File: src/rtl/sys_defs.sv
// Shared definitions for the outmap_writer drain path: window/beat sizes,
// the writer state encoding and a strobe helper.
package sys_defs;
   localparam int OUTMAP_BYTES  = 16;
   localparam int WR_BEAT_BYTES = 8;

   typedef enum logic [1:0] {
      IDLE    = 2'd0,
      COLLECT = 2'd1,
      WRITE   = 2'd2,
      DONE    = 2'd3
   } WRITER_STATE;

   // Low n bits set, n in 0..8
   function automatic logic [7:0] strb_mask(input logic [3:0] n);
      logic [8:0] m;
      m = (9'd1 << n) - 9'd1;
      return m[7:0];
   endfunction
endpackage

File: src/rtl/outmap_writer_beat_packer.sv
// Combinational merge of the oldest window bytes into the partially filled
// beat; take is bounded by window occupancy, beat space and bytes left.
module beat_packer
   import sys_defs::*;
#(
   parameter int OUT_BYTES = OUTMAP_BYTES,
   parameter int CNT_W     = 20
) (
   input  logic [3:0]                 fill,
   input  logic [CNT_W-1:0]           remaining,
   input  logic [OUT_BYTES-1:0][7:0]  window,
   input  logic [4:0]                 valid_num,
   input  logic [7:0][7:0]            beat_in,
   output logic [4:0]                 take,
   output logic [3:0]                 fill_next,
   output logic [7:0][7:0]            beat_out,
   output logic [7:0]                 strb_out
);
   logic [4:0] vn_c;
   logic [4:0] space;
   logic [4:0] take_lim;

   always_comb begin
      vn_c     = (valid_num > 5'd16) ? 5'd16 : valid_num;
      space    = 5'd8 - {1'b0, fill};
      take_lim = (vn_c < space) ? vn_c : space;
      take     = take_lim;
      if (remaining < {{(CNT_W-5){1'b0}}, take_lim})
         take = remaining[4:0];
      fill_next = fill + take[3:0];
      strb_out  = strb_mask(fill_next);
   end

   // Beat byte k receives window byte k-fill when it lies in the new span
   for (genvar k = 0; k < WR_BEAT_BYTES; k++) begin : g_byte
      localparam logic [4:0] K = 5'(k);
      logic [4:0] idx;
      always_comb begin
         idx         = K - {1'b0, fill};
         beat_out[k] = beat_in[k];
         if (K >= {1'b0, fill} && K < ({1'b0, fill} + take))
            beat_out[k] = window[idx[3:0]];
      end
   end
endmodule

File: src/rtl/outmap_writer.sv
// Drains the output_buffer window into 64-bit memory write beats; holds the
// control FSM, byte counters, address and the beat being assembled.
module outmap_writer
   import sys_defs::*;
#(
   parameter int OUT_BYTES  = OUTMAP_BYTES,
   parameter int BEAT_BYTES = WR_BEAT_BYTES,
   parameter int ADDR_W     = 32,
   parameter int CNT_W      = 20
) (
   input  logic                      clk,
   input  logic                      rst,
   input  logic                      start,
   input  logic [ADDR_W-1:0]         base_addr,
   input  logic [CNT_W-1:0]          total_bytes,
   input  logic [OUT_BYTES-1:0][7:0] outmap_data,
   input  logic [4:0]                outmap_data_valid_num,
   output logic [4:0]                valid_taken_num,
   output logic                      mem_wr_valid,
   output logic [ADDR_W-1:0]         mem_wr_addr,
   output logic [63:0]               mem_wr_data,
   output logic [7:0]                mem_wr_strb,
   input  logic                      mem_wr_ready,
   output logic                      busy,
   output logic                      done
);
   WRITER_STATE           state;
   logic [3:0]            fill;
   logic [CNT_W-1:0]      remaining;
   logic [ADDR_W-1:0]     addr;
   logic [7:0][7:0]       beat_q;
   logic [7:0]            strb_q;

   logic [4:0]            take;
   logic [3:0]            fill_next;
   logic [7:0][7:0]       beat_next;
   logic [7:0]            strb_next;
   logic [CNT_W-1:0]      rem_next;

   beat_packer #(.OUT_BYTES(OUT_BYTES), .CNT_W(CNT_W)) u_packer (
      .fill      (fill),
      .remaining (remaining),
      .window    (outmap_data),
      .valid_num (outmap_data_valid_num),
      .beat_in   (beat_q),
      .take      (take),
      .fill_next (fill_next),
      .beat_out  (beat_next),
      .strb_out  (strb_next)
   );

   assign rem_next = remaining - {{(CNT_W-5){1'b0}}, take};

   always_ff @(posedge clk or posedge rst) begin
      if (rst) begin
         state     <= IDLE;
         fill      <= '0;
         remaining <= '0;
         addr      <= '0;
         beat_q    <= '0;
         strb_q    <= '0;
      end else begin
         case (state)
            IDLE: if (start) begin
               addr      <= base_addr & ~ADDR_W'(7);
               remaining <= total_bytes;
               fill      <= '0;
               beat_q    <= '0;
               strb_q    <= '0;
               state     <= (total_bytes == '0) ? DONE : COLLECT;
            end
            COLLECT: begin
               beat_q    <= beat_next;
               strb_q    <= strb_next;
               fill      <= fill_next;
               remaining <= rem_next;
               if (fill_next == 4'(BEAT_BYTES) || rem_next == '0)
                  state <= WRITE;
            end
            WRITE: if (mem_wr_ready) begin
               addr   <= addr + ADDR_W'(BEAT_BYTES);
               fill   <= '0;
               beat_q <= '0;
               strb_q <= '0;
               state  <= (remaining == '0) ? DONE : COLLECT;
            end
            DONE: state <= IDLE;
            default: state <= IDLE;
         endcase
      end
   end

   // Beat fields are only exposed while offered; otherwise held at zero
   always_comb begin
      valid_taken_num = (state == COLLECT) ? take : 5'd0;
      mem_wr_valid    = (state == WRITE);
      mem_wr_addr     = addr;
      mem_wr_data     = (state == WRITE) ? beat_q : 64'd0;
      mem_wr_strb     = (state == WRITE) ? strb_q : 8'd0;
      busy            = (state != IDLE);
      done            = (state == DONE);
   end
endmodule
File: config.mk
export PLATFORM = sky130hd
export DESIGN_NAME = outmap_writer
export DESIGN_NICKNAME = d
export VERILOG_FILES = /design/src/rtl/sys_defs.sv /design/src/rtl/outmap_writer_beat_packer.sv /design/src/rtl/outmap_writer.sv
export SDC_FILE = /design/constraint.sdc
export NUM_CORES = 1
export LEC_CHECK = 0
export BUFFER_PORTS_ARGS = -buffer_cell sky130_fd_sc_hd__buf_2
export CAP_MARGIN = 20
export CORE_AREA = 2 2 164 166
export CTS_CLUSTER_SIZE = 10
export DETAILED_ROUTE_END_ITERATION = 8
export DIE_AREA = 0 0 166 168
export HOLD_SLACK_MARGIN = 0.03
export PLACE_DENSITY = 0.74
export SLEW_MARGIN = 15
export SYNTH_ARGS = -nofsm -noshare
export SYNTH_HDL_FRONTEND = slang
export SYNTH_SLANG_ARGS = --single-unit
File: constraint.sdc
create_clock -name clk -period 7.4 [get_ports clk]
set_clock_uncertainty 0.1 [all_clocks]
set_input_delay 0.74 -clock clk [delete_from_list [all_inputs] [get_ports clk]]
set_output_delay 0.74 -clock clk [all_outputs]
set_load 0.02 [all_outputs]
==> results of run 1 <==
[flip-flops by register name, summed over array words and instances, names as in the netlist]
register,count
state,2
strb_q,8
beat_q,64
fill,4
remaining,20
mem_wr_addr,29
[through the flow]
stage,hold WS (ns),instance area [sq um],std cells,util (%),total power (uW)
after floorplan,0.341,12800,1288,-,5920
after global placement,0.353,14500,1841,55.0,7400
after detailed placement,0.359,14500,1841,55.0,7530
after CTS,0.312,15100,1873,57.2,8380
after global routing,0.337,15200,1877,57.6,9110
final,0.286,15200,1878,57.6,8590
[layout by cell type (no fill, tap or decap), types with 14 or more instances in the layout]
master and count:
buf_2 294, a21o_1 14, and3_1 64, a21oi_1 85, clkbuf_16 17, dfrtp_1 124, nand3_1 52, inv_1 47
o21ai_0 81, buf_4 22, nor2_1 73, nand2_1 143, ha_1 27, mux4_2 176, nor3_1 15, mux2i_1 39
o22ai_1 25, and2_1 14
[repair_timing]
action,in CTS,in global routing
endpoints found under the setup margin,0,68
setup buffers,0,2
resized for setup,0,11
[worst paths after layout]
check | cells past startpoint | slack [ns] | startpoint | end
max | 25 | 0.51 | fill[0] | state[0]
min | 2 | 0.29 | rst | mem_wr_addr[22]
max reg2reg | 25 | 0.51 | fill[0] | state[0]
min reg2reg | 1 | 0.37 | beat_q[18] | beat_q[18]
max in group asynchronous | 4 | 5.78 | rst | fill[0]
min in group clk | 1 | 0.37 | beat_q[18] | beat_q[18]
[layer usage]
layer  global-route usage [%]  vias up
met1                     43.2     6241
met2                     47.5      886
met3                     6.09       95
met4                     12.2        0
met5                        0        -
li1                         -     5469
[worst register-to-register path: stages, from the launching register on]
cell and delay, ns:
dfrtp_4 0.54, inv_1 0.21, ha_4 0.24, xnor2_4 0.11, inv_2 0.30, ha_1 0.34
a211o_1 0.34, a21o_1 0.23, nor2_1 0.29, o21ai_0 0.19, inv_1 0.09, ha_1 0.23
a21o_1 0.18, a21oi_1 0.13, or3_1 0.13, nand3_2 0.21, mux2_4 0.40, ha_1 0.28
buf_4 0.19, a2111oi_0 0.41, buf_4 0.20, a21boi_2 0.42, a31oi_1 0.20, a311oi_1 0.31
nand4_1 0.20, o31a_1 0.31
[final cells by class]
type | instances | area [sq um]
Fill cell | 2261 | 11200
Inverter | 55 | 211
Sequential cell | 127 | 3180
Clock inverter | 11 | 118
Antenna cell | 1 | 2.50
Clock buffer | 21 | 450
Multi-Input combinational cell | 1004 | 9100
Tap cell | 341 | 427
Timing Repair Buffer | 318 | 1690
[where the power goes]
| group | total (uW) | switching [uW] | internal, uW | leakage (uW) |
|---|---|---|---|---|
| sequential | 1360 | 312 | 1040 | 0.00153 |
| combinational | 6410 | 3640 | 2770 | 0.00483 |
| clock | 825 | 323 | 502 | 0.000277 |
| total | 8590 | 4280 | 4320 | 0.00664 |
[synth_stat cells (all sizes together), types with 11 or more instances]
master  instances
mux4          176
nand2         143
dfrtp         127
o21ai          94
a21oi          86
nor2           77
clkbuf         68
and3           64
inv            53
nand3          53
mux2i          39
buf            34
ha             28
o22ai          25
nor3           18
and2           15
a211oi         14
a21o           14
a31oi          13
xnor2          12
nor4           11
[cells by family (layout without fill, tap and decap cells)]
| kind of cell | count (synthesis) | count (layout) |
|---|---|---|
| other | 1 | 4 |
| AO/OA/AOI/OAI | 318 | 318 |
| multiplexers | 218 | 218 |
| XOR/XNOR | 17 | 17 |
| buffers and inverters | 157 | 405 |
| AND/OR/NAND/NOR | 419 | 419 |
| adder cells (fa/ha/maj) | 29 | 29 |
| flip-flops | 127 | 127 |
==> results.tsv, run 1 <==
stage	metric	value	unit
synth	YS warnings	0	
die	I/O Pins	301	
route	DR iter-0 viols	1644	
die	Initial Util	48.6	%
timing	Fmax achieved	145	MHz
global_route	pin count of the biggest net entering global routing	107	
timing	Final Cycle Share	93.1	%
synth	cells taking the most area after synthesis	mux4_2, dfrtp_1, nand2_1, a21oi_1, o21ai_0	
setup_path	crit path max fanout	14	
run_status	status	complete, no violations	
place	PortBufs	294	
layout	Nets	1741	
synth	Post-synth EDFFs	0	
clocking	Clock Sinks	127	
clocking	Max clock buf depth	2	
route	Met3 Wirelength	4680	um
synth	Netlist cell types	83	
global_route	vias in the first global route	11800	
global_route	global-route wire length before repair	67300	um
layout	share of cells above drive strength 1	37.0	%
setup_path	Crit path top cell by count	ha_1	
global_route	grt total ovfl	0	
synth	Post-synth ARST share	100	%
timing	post-layout min period	6.89	ns
synth	register area share after synthesis	24.8	%
power	P_leak	0.00664	uW
route	DRC viols	0	
place	post-place setup slack	0.277	ns
route	Routed WL	43700	um
synth	post-synth top area cell	mux4_2	
power	Max IR drop VDD	351	uV
synth	Synth Area in Simple Gates	15.9	%
synth	multiplexer area fraction after synthesis	34.3	%
timing	Worst-Margin Slew	1.07	ns
setup_path	Worst Path Arrival	7.10	ns
clocking	Skew-Pair Late Insertion Delay	0.43	ns
synth	netlist area before placement	12800	sq um
setup_path	CP top delay family	compound AO/OA/AOI/OAI gates	
synth	largest family of logic cells by synthesized area	multiplexers	
route	mean number of vias per cell	6.76	
die	standard-cell rows	60	
timing	max-slew violations	0	
route	DR top layer	met4	
clocking	CTS tree	done	
global_route	initial antenna violation count	1	
die	die area	27900	sq um
route	Pre-antenna DRT Iters	5	
setup_path	CP bufs+invs	5	
synth	Post-synth top flop	dfrtp_1	
place	DP HPWL	33000	um
layout	Syn-to-layout area delta	18.6	%
setup_path	Worst Path Required	7.61	ns
route	WL met1	17400	um
timing	Final Hold Violating Endpoints	0	
synth	Syn Inst Count	1286	
setup_path	Setup CP Type	flip-flop to flip-flop	
setup_path	crit end category	flip-flop	
timing	final worst slack	0.507	ns
die	die height	168	um
die	Die X	166	um
route	Wirelength per Cell	23.3	um
setup_path	startpoint types	flip-flop	
run	Max Cap Viol	0	
synth	Synth Register Bits	127	
setup_path	Crit path largest cell delay	0.54	ns
synth	syn_area_per_cell	9.96	sq um
clocking	root buf cell	clkbuf_16	
hold_path	Hold WC Path Type	input pin to asynchronous set/reset pin	
clocking	H-tree depth	4	
power	Power Density	566	nW/um^2
clocking	hold_buf cts	0	
route	metal2 WL	20000	um
timing	RSZ-0062 raised after global routing	no	
timing	Sum Neg Setup Slack	0	ns
synth	xor/xnor share of the synthesized area	1.37	%
global_route	gr usage total	30.8	%
place	gpl congestion	0.981	
synth	Compound-Gate Fraction of Synth Area	15.9	%
route	DR vias	12700	
timing	Final Setup Violations	0	
timing	relative slew slack	28.4	%
synth	adder-cell share of the synthesized area	2.89	%
route	antenna viol nets, final	0	
clocking	Num CTS Buffers	17	
die	core region area	26400	sq um
synth	Synth top area share	30.9	%
setup_path	CP max stage cell	dfrtp_4	
clocking	clock-pin slew on the worst setup and hold paths	0.06	ns
No activity file was read; power rests on OpenSTA's default activity.
==> run 2: changes to the inputs <==
--- a/config.mk
+++ b/config.mk
@@ -13,6 +13,7 @@
 export DIE_AREA = 0 0 166 168
 export HOLD_SLACK_MARGIN = 0.03
 export PLACE_DENSITY = 0.74
+export RECOVER_POWER = 50
 export SLEW_MARGIN = 15
 export SYNTH_ARGS = -nofsm -noshare
 export SYNTH_HDL_FRONTEND = slang
==> run 2 against run 1 <==
Register-to-register slack barely moved. Sequential share of layout area rose by 0.095 points. Die area is the same. The run now ends with capacitance limit, slew limit left.
==> results.tsv, run 2 (same netlist as run 1, synthesis figures left out) <==
stage	metric	value	unit
route	DRC viols	0	
layout	most frequent cells in the layout	buf_2, mux4_2, nand2_1	
setup_path	CP bufs+invs	5	
layout	share of cells above drive strength 1	33.9	%
global_route	global-route wire length before repair	67300	um
layout	Largest Register	beat_q	
timing	post-layout min period	6.90	ns
route	Wirelength per Cell	23.3	um
route	mean number of vias per cell	6.77	
setup_path	Worst Path Arrival	7.10	ns
setup_path	CP top delay family	compound AO/OA/AOI/OAI gates	
power	Max IR drop VDD	350	uV
timing	Final Cycle Share	93.2	%
place	gpl congestion	0.981	
clocking	Max clock buf depth	2	
clocking	Num CTS Buffers	17	
route	Routed WL	43700	um
timing	RSZ-0062 raised after global routing	no	
timing	max-slew violations	156	
route	antenna viol nets, final	0	
timing	Final Hold Violating Endpoints	0	
setup_path	Setup CP Type	flip-flop to flip-flop	
die	core region area	26400	sq um
timing	Worst-Margin Slew	4.20	ns
layout	Final Non-Filler Cells	1878	
layout	post-layout util	57.4	%
clocking	Clock Sinks	127	
die	die height	168	um
global_route	gr usage total	30.8	%
layout	Nets	1741	
setup_path	Worst Path Required	7.61	ns
run_status	status	finished, violations left	
clocking	root buf cell	clkbuf_16	
die	I/O Pins	301	
timing	hold slack	0.373	ns
die	Die X	166	um
clocking	CTS tree	done	
die	die area	27900	sq um
global_route	initial antenna violation count	1	
hold_path	Hold WC Path Type	flip-flop to flip-flop	
global_route	vias in the first global route	11800	
layout	Design Area, Final	15100	sq um
setup_path	crit path max fanout	14	
route	Pre-antenna DRT Iters	6	
setup_path	startpoint types	flip-flop	
clocking	clock-pin slew on the worst setup and hold paths	0.06	ns
global_route	pin count of the biggest net entering global routing	107	
timing	Sum Neg Setup Slack	0	ns
timing	Fmax achieved	145	MHz
clocking	hold_buf cts	0	
place	PortBufs	294	
global_route	grt total ovfl	0	
setup_path	CP max stage cell	dfrtp_4	
clocking	Skew-Pair Late Insertion Delay	0.43	ns
route	DR iter-0 viols	1600	
setup_path	Crit path top cell by count	ha_1	
layout	Syn-to-layout area delta	18.0	%
setup_path	Crit path largest cell delay	0.54	ns
setup_path	crit end category	flip-flop	
layout	max FFs per register	64	
place	Placed Cells	1841	
die	standard-cell rows	60	
timing	relative slew slack	-180	%
place	DP HPWL	33000	um
route	DR vias	12700	
die	Initial Util	48.6	%
place	placed inst area	14500	sq um
timing	Final Setup Violations	0	
layout	leading cell type in the layout, fill and taps excluded	buf_2	
clocking	H-tree depth	4	
run	Max Cap Viol	2	
run_status	failing checks	capacitance limit, slew limit	
power	Power Density	567	nW/um^2
power	P_leak	0.00648	uW
==> run 2: cell count changes in the layout (fill, tap and decap cells not counted), sizes merged <==
cell      previous run  this run
buf                318       269
clkbuf              21        70
clkinvlp             2         3
inv                 53        52
==> run 2: path summary, 6_finish.rpt <==
check                      slack, ns       start               to  cells past startpoint
max                             0.50     fill[0]         state[0]                     25
min in group asynchronous       0.78         rst  mem_wr_addr[22]                      2
max in group asynchronous       4.48         rst          fill[0]                      4
max reg2reg                     0.50     fill[0]         state[0]                     25
min reg2reg                     0.37  beat_q[19]       beat_q[19]                      1
min                             0.37  beat_q[19]       beat_q[19]                      1
==> run 2: repair_timing <==
action | in CTS | in global routing
endpoints found under the setup margin | 0 | 68
gates resized for setup | 0 | 11
setup buffers | 0 | 2
==> run 2: cell type report <==
cell class	count	area (sq um)
Clock inverter	11	118
Tap cell	341	427
Antenna cell	1	2.50
Sequential cell	127	3180
Timing Repair Buffer	318	1620
Fill cell	2304	11200
Inverter	55	210
Multi-Input combinational cell	1004	9100
Clock buffer	21	450
==> run 2: per-layer routing <==
layer,track usage (%),routed length [um]
met5,0,0
met4,12.2,1710
met3,6.09,4740
met2,47.5,20000
met1,43.2,17300
==> run 2: worst register-to-register path: stages (launching register included) <==
cell	delay [ns]
dfrtp_4	0.54
inv_1	0.21
ha_4	0.24
xnor2_4	0.11
inv_2	0.30
ha_1	0.35
a211o_1	0.34
a21o_1	0.24
nor2_1	0.29
o21ai_0	0.19
inv_1	0.09
ha_1	0.23
a21o_1	0.18
a21oi_1	0.13
or3_1	0.13
nand3_2	0.21
mux2_4	0.40
ha_1	0.28
buf_4	0.19
a2111oi_0	0.42
buf_4	0.20
a21boi_2	0.40
a31oi_1	0.20
a311oi_1	0.32
nand4_1	0.20
o31a_1	0.31
==> run 2: through the flow <==
stage               total power [uW]  worst slack [ns]
global route                    9100            0.0292
finish                          8580             0.503
global placement                7400             0.414
CTS                             8380             0.181
floorplan                       5920             0.590
detailed placement              7530             0.277
==> run 2: report_power, final <==
group	internal, uW	switching, uW
Combinational	2750	3640
Clock	502	322
Sequential	1050	314
==> run 3: changes to the inputs <==
--- a/config.mk
+++ b/config.mk
@@ -12,7 +12,7 @@
 export DETAILED_ROUTE_END_ITERATION = 8
 export DIE_AREA = 0 0 166 168
 export HOLD_SLACK_MARGIN = 0.03
-export PLACE_DENSITY = 0.74
+export PLACE_DENSITY_LB_ADDON = 0.2
 export RECOVER_POWER = 50
 export SLEW_MARGIN = 15
 export SYNTH_ARGS = -nofsm -noshare
==> constraint.sdc (replaced) <==
create_clock -name clk -period 7.4 [get_ports clk]
set_clock_uncertainty 0.1 [all_clocks]
set_input_delay 1.11 -clock clk [delete_from_list [all_inputs] [get_ports clk]]
set_output_delay 1.11 -clock clk [all_outputs]
set_load 0.02 [all_outputs]
==> run 3 against run 2 <==
The flow still finishes with violations (capacitance limit, slew limit). Wire length up 0.43%. Sequential power about the same. Critical path depth increased by 4. Combinational power barely moved. Non-clock buffer count is 8 higher. Die area unchanged. Clock power increased by 11%. Count of clock-buffer cells in the layout decreased by 4. Largest power group unchanged.
==> results.tsv, run 3 (same netlist as run 1, synthesis figures left out) <==
stage	metric	value	unit
route	Wirelength per Cell	23.3	um
timing	post-layout min period	6.82	ns
clocking	root buf cell	clkbuf_16	
setup_path	R2R depth	29	
route	Pre-antenna DRT Iters	7	
clocking	Max clock buf depth	2	
layout	Storage cell area	3180	sq um
run_status	failing checks	capacitance limit, slew limit	
layout	max FFs per register	64	
layout	share of cells above drive strength 1	35.3	%
global_route	gr busiest metal	met2	
layout	Design Area, Final	15200	sq um
global_route	M1 GR Usage	44.9	%
setup_path	Crit path largest cell delay	0.57	ns
global_route	grt total ovfl	0	
timing	Final Hold Violating Endpoints	0	
timing	Worst-Margin Slew	3.39	ns
die	die height	168	um
route	DRC viols	0	
die	Die X	166	um
layout	Nets	1749	
run	Max Cap Viol	4	
setup_path	CP bufs+invs	4	
route	mean number of vias per cell	6.62	
layout	Syn-to-layout area delta	18.7	%
layout	most frequent cells in the layout	buf_2, mux4_2, nand2_1	
power	P_leak	0.00660	uW
layout	fill count	2351	
global_route	vias in the first global route	11500	
setup_path	startpoint types	flip-flop	
clocking	Clock Sinks	127	
timing	max-slew violations	235	
setup_path	Setup CP Type	flip-flop to flip-flop	
route	DR iter-0 viols	1376	
die	die area	27900	sq um
die	Initial Util	48.6	%
route	Routed WL	43900	um
place	DP HPWL	32900	um
setup_path	CP top delay family	compound AO/OA/AOI/OAI gates	
timing	relative slew slack	-127	%
global_route	met3 Use GR	6.42	%
clocking	H-tree depth	4	
timing	Final Cycle Share	92.1	%
hold_path	hold worst-path end	beat_q[17]	
die	standard-cell rows	60	
power	combinational share of power	73.8	%
layout	Largest Register	beat_q	
clocking	Skew-Pair Late Insertion Delay	0.42	ns
die	I/O Pins	301	
hold_path	Hold WC Path Type	flip-flop to flip-flop	
clocking	CTS tree	done	
global_route	gr usage total	30.9	%
global_route	met2 usage	46.8	%
global_route	pin count of the biggest net entering global routing	73	
run_status	status	finished, violations left	
place	PortBufs	294	
power	Seq pwr share	15.7	%
layout	leading cell type in the layout, fill and taps excluded	buf_2	
setup_path	Worst Path Arrival	7.03	ns
clocking	Num CTS Buffers	17	
setup_path	Worst Path Required	7.61	ns
timing	hold slack	0.370	ns
setup_path	crit end category	flip-flop	
place	placed inst area	14600	sq um
setup_path	register-to-register setup slack	0.58	ns
power	P_int	4370	uW
global_route	global-route wire length before repair	67000	um
setup_path	r2r endpoint	beat_q[20]	
timing	Sum Neg Setup Slack	0	ns
global_route	initial antenna violation count	1	
setup_path	Crit path top cell by count	ha_1	
timing	RSZ-0062 raised after global routing	no	
hold_path	hold path cells	1	
place	gpl congestion	0.948	
power	Clk pwr share	10.5	%
route	antenna viol nets, final	0	
setup_path	r2r startpoint	fill[2]	
route	DR vias	12500	
clocking	clock-pin slew on the worst setup and hold paths	0.06	ns
layout	Multi-input gate area	9070	sq um
timing	Fmax achieved	147	MHz
die	core region area	26400	sq um
setup_path	crit path max fanout	16	
timing	Final Setup Violations	0	
power	net load switching power	4290	uW
setup_path	CP max stage cell	o21bai_2	
hold_path	HP Start	beat_q[17]	
power	switching share of power	49.5	%
power	Power Density	570	nW/um^2
power	Max IR drop VDD	347	uV
layout	ANT cells	0	
==> run 3: cell types whose count changed in the layout (fill, tap and decap cells not counted), sizes merged <==
cell / change
bufinv: +2
clkinvlp: -1
inv: +4
buf: +25
diode: -1
clkbuf: -21
clkinv: -1
==> run 3: worst max path at each step <==
stage	start	end	slack (ns)	cells past startpoint
2_1_floorplan	fill[1]	strb_q[4]	0.59	28
3_3_place_gp	fill[0]	beat_q[22]	0.36	26
3_5_place_dp	fill[0]	beat_q[19]	0.19	26
4_1_cts	fill[0]	beat_q[19]	0.17	26
5_1_grt	fill[2]	strb_q[4]	0.04	29
6_report	fill[2]	beat_q[20]	0.58	29
==> run 3: through the flow <==
stage	util, %	cells	setup WS, ns	total power, uW
after floorplan	-	1288	0.590	5920
after detailed placement	55.2	1849	0.189	7610
after CTS	57.6	1881	0.165	8540
after global placement	55.2	1849	0.362	7500
final	57.7	1885	0.581	8660
after global routing	57.7	1885	0.0382	9240
==> run 3: timing repair <==
action / 4_1_cts / 5_1_grt
setup buffers: 0 / 2
gates resized for setup: 0 / 8
setup endpoints to repair: 0 / 53
hold buffers: 0 / 0
==> run 3: final cells by class <==
type | instances | share of cell area [%]
Clock buffer | 17 | 2.80
Clock inverter | 15 | 1.37
Inverter | 55 | 1.38
Multi-Input combinational cell | 1004 | 59.7
Sequential cell | 127 | 20.9
Tap cell | 341 | 2.80
Timing Repair Buffer | 326 | 11.1
==> run 3: worst reg2reg max path, delay by kind of cell (launching register included) <==
| family | cells | cell delay [ns] |
|---|---|---|
| AOI/OAI and AO/OA | 9 | 2.18 |
| xor gates and xnor gates | 2 | 0.34 |
| adders and majority gates | 5 | 1.63 |
| buffers and inverters | 4 | 0.70 |
| DFF | 1 | 0.37 |
| and+or+nand+nor | 9 | 1.39 |
==> run 3: power by group through the flow <==
stage	clock network, uW	logic [uW]	registers, uW
after detailed placement	0	6250	1350
after CTS	924	6270	1340
after floorplan	0	4590	1330
after global placement	0	6150	1350
final	914	6390	1360
after global routing	953	6890	1400
==> run 3: metal layers <==
| layer | wire length, um | vias up |
|---|---|---|
| met5 | 0 | - |
| met4 | 1150 | 0 |
| met3 | 4720 | 75 |
| met2 | 19800 | 819 |
| met1 | 18200 | 6091 |
| li1 | - | 5488 |
